==> config.mk <==
export PLATFORM = sky130hd
export DESIGN_NAME = xintf_write_scheduler
export DESIGN_NICKNAME = d
export VERILOG_FILES = /design/src/rtl/xintf_write_scheduler.sv
export SDC_FILE = /design/constraint.sdc
export NUM_CORES = 1
export LEC_CHECK = 0
export CORE_MARGIN = 1.5
export CORE_UTILIZATION = 47
export DETAILED_ROUTE_END_ITERATION = 12
export GPL_TIMING_DRIVEN = 0
export PLACE_DENSITY = 0.87
export SYNTH_ARGS = -nofsm -noshare
export SYNTH_HDL_FRONTEND = slang
export SYNTH_SLANG_ARGS = --single-unit
==> constraint.sdc <==
create_clock -name i_clk -period 4.8 [get_ports i_clk]
set_clock_uncertainty 0.2 [all_clocks]
set_input_delay 0.48 -clock i_clk [delete_from_list [all_inputs] [get_ports i_clk]]
set_output_delay 0.48 -clock i_clk [all_outputs]
set_load 0.01 [all_outputs]
==> src/rtl/xintf_write_scheduler.sv <==
// -----------------------------------------------------------------------------
// xintf_write_scheduler
//
// Round-robin scheduler sharing the Zynq-to-DSP XINTF write DPBRAM port among
// NUM_REQ requesters. Each granted 32-bit word is written as two consecutive
// 16-bit DPBRAM words (low half at addr, high half at addr+1), after which the
// o_w_valid / i_w_ready notify handshake with the DSP is run, bounded by
// TIMEOUT_CYC cycles.
//
// Ports:
//   i_clk          system clock
//   i_rst          asynchronous, active-low reset
//   i_req          per-requester level request, held until o_ack / o_timeout
//   i_req_addr     per-requester low-half DPBRAM address (k at [k*ADDR_WIDTH +: ADDR_WIDTH])
//   i_req_data     per-requester 32-bit data word (k at [k*32 +: 32])
//   o_ack          one-cycle completion pulse to the granted requester
//   o_timeout      one-cycle pulse when the DSP handshake expires
//   o_grant_id     index of the current / last granted requester
//   o_busy         high whenever the scheduler is not idle
//   o_xintf_addr   DPBRAM address
//   o_xintf_ce     DPBRAM chip enable
//   o_xintf_we     DPBRAM write enable
//   o_xintf_din    DPBRAM write data
//   o_w_valid      write-valid notification to the DSP
//   i_w_ready      write-ready level from the DSP
//
// All outputs are registered: the combinational block computes the value each
// output must take in the *next* state, and the register block loads it.
// -----------------------------------------------------------------------------
module xintf_write_scheduler #(
    parameter int unsigned NUM_REQ     = 4,
    parameter int unsigned ADDR_WIDTH  = 9,
    parameter int unsigned TIMEOUT_CYC = 2000
) (
    input  logic                          i_clk,
    input  logic                          i_rst,
    input  logic [NUM_REQ-1:0]            i_req,
    input  logic [NUM_REQ*ADDR_WIDTH-1:0] i_req_addr,
    input  logic [NUM_REQ*32-1:0]         i_req_data,
    output logic [NUM_REQ-1:0]            o_ack,
    output logic                          o_timeout,
    output logic [$clog2(NUM_REQ)-1:0]    o_grant_id,
    output logic                          o_busy,
    output logic [ADDR_WIDTH-1:0]         o_xintf_addr,
    output logic                          o_xintf_ce,
    output logic                          o_xintf_we,
    output logic [15:0]                   o_xintf_din,
    output logic                          o_w_valid,
    input  logic                          i_w_ready
);

    localparam int unsigned IDW = $clog2(NUM_REQ);
    localparam int unsigned CW  = $clog2(TIMEOUT_CYC);

    typedef enum logic [1:0] {
        IDLE,
        WR_LO,
        WR_HI,
        WAIT_ACK
    } state_t;

    // ---------------------------------------------------------------- state
    state_t                  state_q,    state_d;
    logic [IDW-1:0]          rr_q,       rr_d;
    logic [IDW-1:0]          grant_q,    grant_d;
    logic [ADDR_WIDTH-1:0]   addr_lat_q, addr_lat_d;
    logic [31:0]             data_lat_q, data_lat_d;
    logic [CW-1:0]           cnt_q,      cnt_d;

    // ------------------------------------------------------ output registers
    logic [NUM_REQ-1:0]      ack_q,      ack_d;
    logic                    tmo_q,      tmo_d;
    logic                    busy_q,     busy_d;
    logic [ADDR_WIDTH-1:0]   xaddr_q,    xaddr_d;
    logic                    ce_q,       ce_d;
    logic                    we_q,       we_d;
    logic [15:0]             din_q,      din_d;
    logic                    wvalid_q,   wvalid_d;

    // ------------------------------------------------------------ arbitration
    // First set request bit scanning upward from the round-robin pointer,
    // wrapping at NUM_REQ (which need not be a power of two).
    logic                    found;
    logic [IDW-1:0]          winner;
    logic [IDW-1:0]          idx;
    logic [IDW-1:0]          rr_next;

    always_comb begin
        found  = 1'b0;
        winner = '0;
        idx    = '0;
        for (int unsigned i = 0; i < NUM_REQ; i++) begin
            idx = IDW'((32'(rr_q) + i) % NUM_REQ);
            if (!found && i_req[idx]) begin
                found  = 1'b1;
                winner = idx;
            end
        end
    end

    assign rr_next = IDW'((32'(winner) + 32'd1) % NUM_REQ);

    // -------------------------------------------------- next-state / outputs
    always_comb begin
        state_d    = state_q;
        rr_d       = rr_q;
        grant_d    = grant_q;
        addr_lat_d = addr_lat_q;
        data_lat_d = data_lat_q;
        cnt_d      = cnt_q;

        ack_d      = '0;
        tmo_d      = 1'b0;
        xaddr_d    = xaddr_q;
        ce_d       = 1'b0;
        we_d       = 1'b0;
        din_d      = din_q;
        wvalid_d   = 1'b0;

        unique case (state_q)
            IDLE: begin
                if (found) begin
                    // Address/data captured here so later input changes or
                    // an early request drop cannot corrupt the transfer.
                    addr_lat_d = i_req_addr[winner*ADDR_WIDTH +: ADDR_WIDTH];
                    data_lat_d = i_req_data[winner*32 +: 32];
                    grant_d    = winner;
                    rr_d       = rr_next;
                    state_d    = WR_LO;
                    ce_d       = 1'b1;
                    we_d       = 1'b1;
                    xaddr_d    = i_req_addr[winner*ADDR_WIDTH +: ADDR_WIDTH];
                    din_d      = i_req_data[winner*32 +: 16];
                end
            end

            WR_LO: begin
                // High half goes to the next address, wrapping modulo 2^ADDR_WIDTH.
                state_d = WR_HI;
                ce_d    = 1'b1;
                we_d    = 1'b1;
                xaddr_d = addr_lat_q + ADDR_WIDTH'(1);
                din_d   = data_lat_q[31:16];
            end

            WR_HI: begin
                state_d  = WAIT_ACK;
                wvalid_d = 1'b1;
                cnt_d    = '0;
            end

            WAIT_ACK: begin
                // Ready is checked before the timeout so a ready arriving on
                // the last permitted cycle still completes with an ack.
                if (i_w_ready) begin
                    state_d        = IDLE;
                    ack_d[grant_q] = 1'b1;
                    cnt_d          = '0;
                end else if (cnt_q == CW'(TIMEOUT_CYC - 1)) begin
                    state_d = IDLE;
                    tmo_d   = 1'b1;
                    cnt_d   = '0;
                end else begin
                    cnt_d    = cnt_q + CW'(1);
                    wvalid_d = 1'b1;
                end
            end

            default: begin
                state_d = IDLE;
            end
        endcase

        busy_d = (state_d != IDLE);
    end

    // -------------------------------------------------------------- registers
    always_ff @(posedge i_clk or negedge i_rst) begin
        if (!i_rst) begin
            state_q    <= IDLE;
            rr_q       <= '0;
            grant_q    <= '0;
            addr_lat_q <= '0;
            data_lat_q <= '0;
            cnt_q      <= '0;
            ack_q      <= '0;
            tmo_q      <= 1'b0;
            busy_q     <= 1'b0;
            xaddr_q    <= '0;
            ce_q       <= 1'b0;
            we_q       <= 1'b0;
            din_q      <= '0;
            wvalid_q   <= 1'b0;
        end else begin
            state_q    <= state_d;
            rr_q       <= rr_d;
            grant_q    <= grant_d;
            addr_lat_q <= addr_lat_d;
            data_lat_q <= data_lat_d;
            cnt_q      <= cnt_d;
            ack_q      <= ack_d;
            tmo_q      <= tmo_d;
            busy_q     <= busy_d;
            xaddr_q    <= xaddr_d;
            ce_q       <= ce_d;
            we_q       <= we_d;
            din_q      <= din_d;
            wvalid_q   <= wvalid_d;
        end
    end

    assign o_ack        = ack_q;
    assign o_timeout    = tmo_q;
    assign o_grant_id   = grant_q;
    assign o_busy       = busy_q;
    assign o_xintf_addr = xaddr_q;
    assign o_xintf_ce   = ce_q;
    assign o_xintf_we   = we_q;
    assign o_xintf_din  = din_q;
    assign o_w_valid    = wvalid_q;

endmodule
# After elaboration in Yosys (flattened, before gate mapping)

Index checks and enable logic that the tools add are counted.

Register bits after elaboration: 91
Word-level logic and storage cells: 86
Input port bits: 171
Output and inout port bits: 36

Reductions and logical operators: 13
Equal/unequal tests: 5
Add/subtract/negate cells: 6
Mux-type cells: 39
Order comparisons: 6
Shift operators: 3
$mul: 1

Operator list:

| kind                                                                 | count |
|---|---|
| 128-bit by 8-bit variable part select with 16-bit output             | 1 |
| 128-bit by 8-bit variable part select with 32-bit output             | 1 |
| 36-bit by 7-bit variable part select with 9-bit output               | 1 |
| 16-bit case mux with 2 select lines                                  | 1 |
| 11-bit two-way mux                                                   | 2 |
| 11-bit case mux with 2 select lines                                  | 1 |
| 9-bit case mux with 2 select lines                                   | 1 |
| 16-bit two-way mux                                                   | 1 |
| 2-bit by 3-bit < comparator with 1-bit output, second input constant | 5 |
| 1-bit two-way mux                                                    | 15 |
| 2-bit two-way mux                                                    | 7 |
| 11-bit by 1-bit adder with 11-bit output, second input constant      | 1 |
| 11-bit equality test, second input constant                          | 1 |
| 9-bit by 1-bit adder with 9-bit output, second input constant        | 1 |
| 9-bit two-way mux                                                    | 1 |
| 1-bit binary-select mux with 2-bit select                            | 4 |
| 4-bit two-way mux                                                    | 2 |
| 2-bit case mux with 4 select lines                                   | 1 |
| 2-bit by 4-bit multiplier with 6-bit output, second input constant   | 1 |
| 2-bit nonzero test                                                   | 3 |
| 2-bit by 1-bit adder with 2-bit output, second input constant        | 2 |
| 2-bit adder, second input constant                                   | 2 |
| 2-bit equality test, second input constant                           | 2 |
| 1-bit logical AND                                                    | 4 |
| 8 further kinds                                                      | 12 |

# Depth between registers and ports, before layout

Word-level depth: 16
Mapped depth: 7
Depth with buffers taken out: 6

# Worst setup path before layout

No wires, ideal clock.

Kind: input to register
From: in i_req[2]
To: reg addr_lat_q[5]
Library setup time: 0.126 ns
Data required time: 4.474 ns
Setup slack: 2.694 ns
Buffers on the path: 0
Cell stages on the path: 5
Arrival: 1.780 ns
Cells stage by stage: nor2b_2 -> a211oi_4 -> nor2_4 -> mux2_1 -> a221o_1

Word-level cells in the longest chain between the ends: 14
Elaborated cells between the ends (all ways): 25
Classes of those cells: mul: 1; shift: 1; mux: 16; reduce/logical: 7

Ends and longest elaborated chain:

| item                                                   | line | RTL |
|---|---|---|
| start: declaration                                     | 37   | `input logic [NUM_REQ-1:0] i_req,` |
| 1-bit binary-select mux with 2-bit select              | 94   | `if (!found && i_req[idx]) begin` |
| 1-bit two-way mux (not written as such)                | 94   |  |
| 1-bit two-way mux                                      | 94   |  |
| 1-bit logical NOT                                      | 94   |  |
| 1-bit logical AND                                      | 94   |  |
| 1-bit two-way mux                                      | 94   |  |
| 1-bit logical NOT                                      | 94   |  |
| 1-bit logical AND                                      | 94   |  |
| 1-bit two-way mux                                      | 94   |  |
| 1-bit logical NOT                                      | 94   |  |
| 1-bit logical AND                                      | 94   |  |
| 2-bit two-way mux                                      | 94   |  |
| 2-bit by 4-bit multiplier with 6-bit output            | 125  | `addr_lat_d = i_req_addr[winner*ADDR_WIDTH +: ADDR_WIDTH];` |
| 36-bit by 7-bit variable part select with 9-bit output | 125  |  |
| end signal: assignment                                 | 198  | `addr_lat_q <= addr_lat_d;` |
| end: declaration                                       | 66   | `logic [ADDR_WIDTH-1:0] addr_lat_q, addr_lat_d;` |

Parallel ways exist; a longest one is shown, timed or not. The select of a mux whose other input is x is not followed.
A chain may end at the register's enable or synchronous reset.

# Worst setup path in the final report

From: in i_req[2]
To: reg data_lat_q[24]

Word-level cells in the longest chain between the ends: 13
Elaborated cells between the ends (all ways): 24
Classes of those cells: shift: 1; mux: 16; reduce/logical: 7

Ends and longest elaborated chain:

| item                                                                                            | line | RTL |
|---|---|---|
| 1-bit binary-select mux with 2-bit select                                                       | 94   |  |
| 1-bit two-way mux (not written as such)                                                         | 94   |  |
| 1-bit two-way mux                                                                               | 94   |  |
| 1-bit logical NOT                                                                               | 94   |  |
| 1-bit logical AND                                                                               | 94   |  |
| 1-bit two-way mux                                                                               | 94   |  |
| 1-bit logical NOT                                                                               | 94   |  |
| 1-bit logical AND                                                                               | 94   |  |
| 1-bit two-way mux                                                                               | 94   |  |
| 1-bit logical NOT                                                                               | 94   |  |
| 1-bit logical AND                                                                               | 94   |  |
| 2-bit two-way mux or 1-bit two-way mux (tied branches)                                          | 94   |  |
| 128-bit by 8-bit variable part select with 32-bit output or 2-bit AND reduction (tied branches) | n/a  |  |
| end signal: assignment                                                                          | 199  | `data_lat_q <= data_lat_d;` |
| end: declaration                                                                                | 67   | `logic [31:0] data_lat_q, data_lat_d;` |

Parallel ways exist; a longest one is shown, timed or not. The select of a mux whose other input is x is not followed.

==> impl_metrics.py <==
metrics = {
    "sta": {
        "hold_viol_final": 0,
        "fin_ws_ns": 2.072,
        "tightest_slew_ns": 0.6374,
        "min_period_ns": 2.728,
        "rsz0062_at_grt": "no",
        "slew_headroom": 0.5704,
        "slew_violations": 0,
        "tns_ns": 0,
        "period_share": 0.5684,
        "setup_viol": 0,
        "fmax_mhz": 366.5,
    },
    "logic_synthesis": {
        "ys_types": 64,
        "synth_warnings": 0,
        "yosysTopAreaCell": "dfrtp_1",
        "yosysTopAreaCellShare": 0.3822,
        "synthCells": 512,
        "synth_fp_nets": 685,
        "ys_ff_latch": 75,
        "syn-cell-area_um2": 4911,
        "ys_seq_area_frac": 0.3822,
        "synth_area_leaders": "dfrtp_1 (38%), mux2i_1 (9.6%), nand2_1 (6.0%), o221ai_1 (4.3%), o21ai_0 (3.6%)",
        "avgSynthCellArea_um2": 9.592,
    },
    "placement": {
        "place.port_buffers": 206,
        "dpl.hpwl_um": 12890,
        "place_area_um2": 7161,
        "gp_congestion": 0.9293,
        "pre_cts_ws_ns": 1.714,
    },
    "die": {
        "start_util": 0.4800,
        "dieArea_um2": 11070,
        "die_w_um": 105.2,
        "rows": 37,
        "core_um2": 10230,
        "pin_count": 207,
        "die_y_um": 105.2,
    },
    "setup_path": {
        "rr_worst_depth": 6,
        "crit_chain": "clkdlybuf4s50_1 > nor2b_2 > a211oi_4 > o21ai_1 > clkbuf_1 > o221ai_1",
        "critPathTopFamily": "buffers and inverters",
        "cp.depth": 6,
        "cp.required_ns": 4.79,
        "end_kind": "flop",
        "r2r_end": "o_xintf_din[13]$_DFFE_PN0P_",
        "cp-endpoint": "data_lat_q[24]$_DFFE_PN0P_",
        "cp_data_arrival_time_ns": 2.71,
        "startpoint": "i_req[2]",
        "rrSetupSlack_ns": 2.26,
        "r2r-start": "state_q[1]$_DFF_PN0_",
        "cp_slowest_cell": "clkdlybuf4s50_1",
        "max_stage_delay_ns": 0.54,
        "crit_fanout": 10,
        "worstSetupPathType": "input port to flop",
        "crit_buf_inv": 2,
        "worstSetupStartpointType": "input port",
    },
    "clocking": {
        "clkLatencyLatePin_ns": 0.35,
        "cts_tree": "done",
        "clockBufferDepth": 2,
        "cts.sinks": 75,
        "path_clk_slew_ns": 0.08,
        "htree_num_levels": 3,
        "postCtsSetupRepairBufs": 0,
        "numCtsBuffers": 9,
        "cts_root_buf": "clkbuf_8",
    },
    "pwr": {
        "p_per_area_nw_per_um2": 525.7,
        "p_int_mw": 2.172,
        "p_leak_nw": 3.153,
        "peakVddDrop_v": 0.0002813,
        "p_sw_mw": 1.694,
        "combPwrFrac": 0.595,
        "clock_power_share": 0.120,
        "swShare": 0.4383,
        "pwr-share-seq": 0.285,
    },
    "routing": {
        "drc": 0,
        "drtIter0Drc": 402,
        "drt-total-wl_um": 16510,
        "viasPerCell": 5.943,
        "vias": 5182,
        "avgRoutedWirePerCell_um": 18.93,
        "route.antenna.remaining_nets": 0,
        "dr.pass1.iters": 5,
    },
    "finish": {
        "diodes": 0,
        "nets": 904,
        "final_cell_mix": "clkdlybuf4s50_1 (205), nand2_1 (78), dfrtp_1 (75)",
        "final_common_cell": "clkdlybuf4s50_1",
        "area_delta_synth_final_pct": 49.76,
        "drive_above_1_share": 0.1019,
        "stdcell_area_um2": 7355,
    },
    "flow_run": {
        "maxCapViolCount": 0,
    },
    "global_routing": {
        "grt_pass1_vias": 5116,
        "grt-ovfl-total": 0,
        "antenna_found_initial": 0,
        "grt_max_degree": 43,
        "grt_util_all_layers": 0.2982,
        "grt_pass1_wl_um": 25900,
    },
    "status": {
        "status": "completed",
    },
    "worst_hold_path": {
        "hold_path.class": "flop to flop",
    },
}
## kinds of logic (layout without fill, tap and decap cells)
family	count (synthesis)	count (layout)	share of synthesized area
DFF	75	75	0.3822
buffers and inverters	46	270	0.04789
adders and majority gates	2	2	0.005095
AOI/OAI and AO/OA	148	148	0.2461
and+or+nand+nor	184	184	0.2046
muxes	48	48	0.09809
xor gates and xnor gates	9	9	0.01605
## power by group through the flow
| stage | Combinational, mW | Clock, mW | Sequential (mW) |
|---|---|---|---|
| after floorplan | 1.40 | 0 | 1.11 |
| after global placement | 2.21 | 0 | 1.08 |
| after detailed placement | 2.27 | 0 | 1.10 |
| after CTS | 2.29 | 0.465 | 1.09 |
| after global routing | 2.48 | 0.493 | 1.12 |
| final | 2.30 | 0.465 | 1.10 |
## cells in the mapped netlist, drive strengths merged
cell and count:
nand2 80, dfrtp 75, mux2i 47, o21ai 37, o221ai 29, nand3 27, nor2 27, buf 24
o211ai 19, a211oi 18, and4b 17, o211a 16, clkbuf 13, inv 9, a22oi 7, nand2b 7
xnor2 7, a21o 5, nor3 5, and3 4, nor2b 4, nor4 4, a21oi 3, o41ai 3
a211o 2, ha 2, nand4 2, nand4b 2, o22ai 2, o31ai 2, xor2 2, a21bo 1
a21boi 1, a221o 1, and2 1, and3b 1, mux2 1, nor3b 1, o21a 1, o21ba 1
or3 1, or4 1
## through the flow
step	hold slack, ns	total power [mW]	instances	utilization
floorplan	-0.01559	2.512	512	-
global placement	0.2753	3.297	854	0.6982
detailed placement	0.2471	3.371	855	0.6999
CTS	0.3019	3.843	872	0.7188
global route	0.3322	4.097	872	0.7188
finish	0.3007	3.866	872	0.7188
## sequential cells by signal (all words and copies together) (netlist names), 4 cells and up
name          count
o_ack             4
data_lat_q       16
o_xintf_din      16
cnt_q            11
addr_lat_q        9
o_xintf_addr      9
## layer usage
| metal | global-route usage | vias up | share of wire |
|---|---|---|---|
| li1 | - | 2378 | - |
| met4 | 0.1008 | 0 | 0.030 |
| met3 | 0.04082 | 41 | 0.072 |
| met1 | 0.3931 | 2482 | 0.40 |
| met5 | 0 | - | 0 |
| met2 | 0.5047 | 281 | 0.49 |
## cell type report
| class | count | area [µm²] |
|---|---|---|
| well taps | 136 | 170.2 |
| plain buffers | 37 | 201.4 |
| fillers | 752 | 2877 |
| multi-input cells | 391 | 2799 |
| clock inverters | 7 | 60.06 |
| repair buffers | 208 | 2090 |
| inverters | 9 | 33.78 |
| clock buffers | 9 | 123.9 |
| flip-flops and latches | 75 | 1877 |
## how the worst min path moves through the flow
| stage | start | end | slack, ns | cells after the start |
|---|---|---|---|---|
| 6_report | o_grant_id[0]$_DFFE_PN0P_ | o_ack[2]$_DFF_PN0_ | 0.30 | 1 |
| 5_1_grt | o_grant_id[0]$_DFFE_PN0P_ | o_ack[2]$_DFF_PN0_ | 0.33 | 1 |
| 4_1_cts | o_grant_id[0]$_DFFE_PN0P_ | o_ack[2]$_DFF_PN0_ | 0.30 | 1 |
| 3_5_place_dp | i_rst | o_xintf_we$_DFF_PN0_ | 0.25 | 1 |
| 3_3_place_gp | data_lat_q[23]$_DFFE_PN0P_ | data_lat_q[23]$_DFFE_PN0P_ | 0.28 | 2 |
| 2_1_floorplan | i_rst | addr_lat_q[0]$_DFFE_PN0P_ | -0.02 | 0 |
## what timing repair did
item	4_1_cts	5_1_grt
hold buffers	1	0
gates resized for setup	0	0
endpoints found under the hold margin	33	0
No activity file was read; power rests on OpenSTA's default activity.
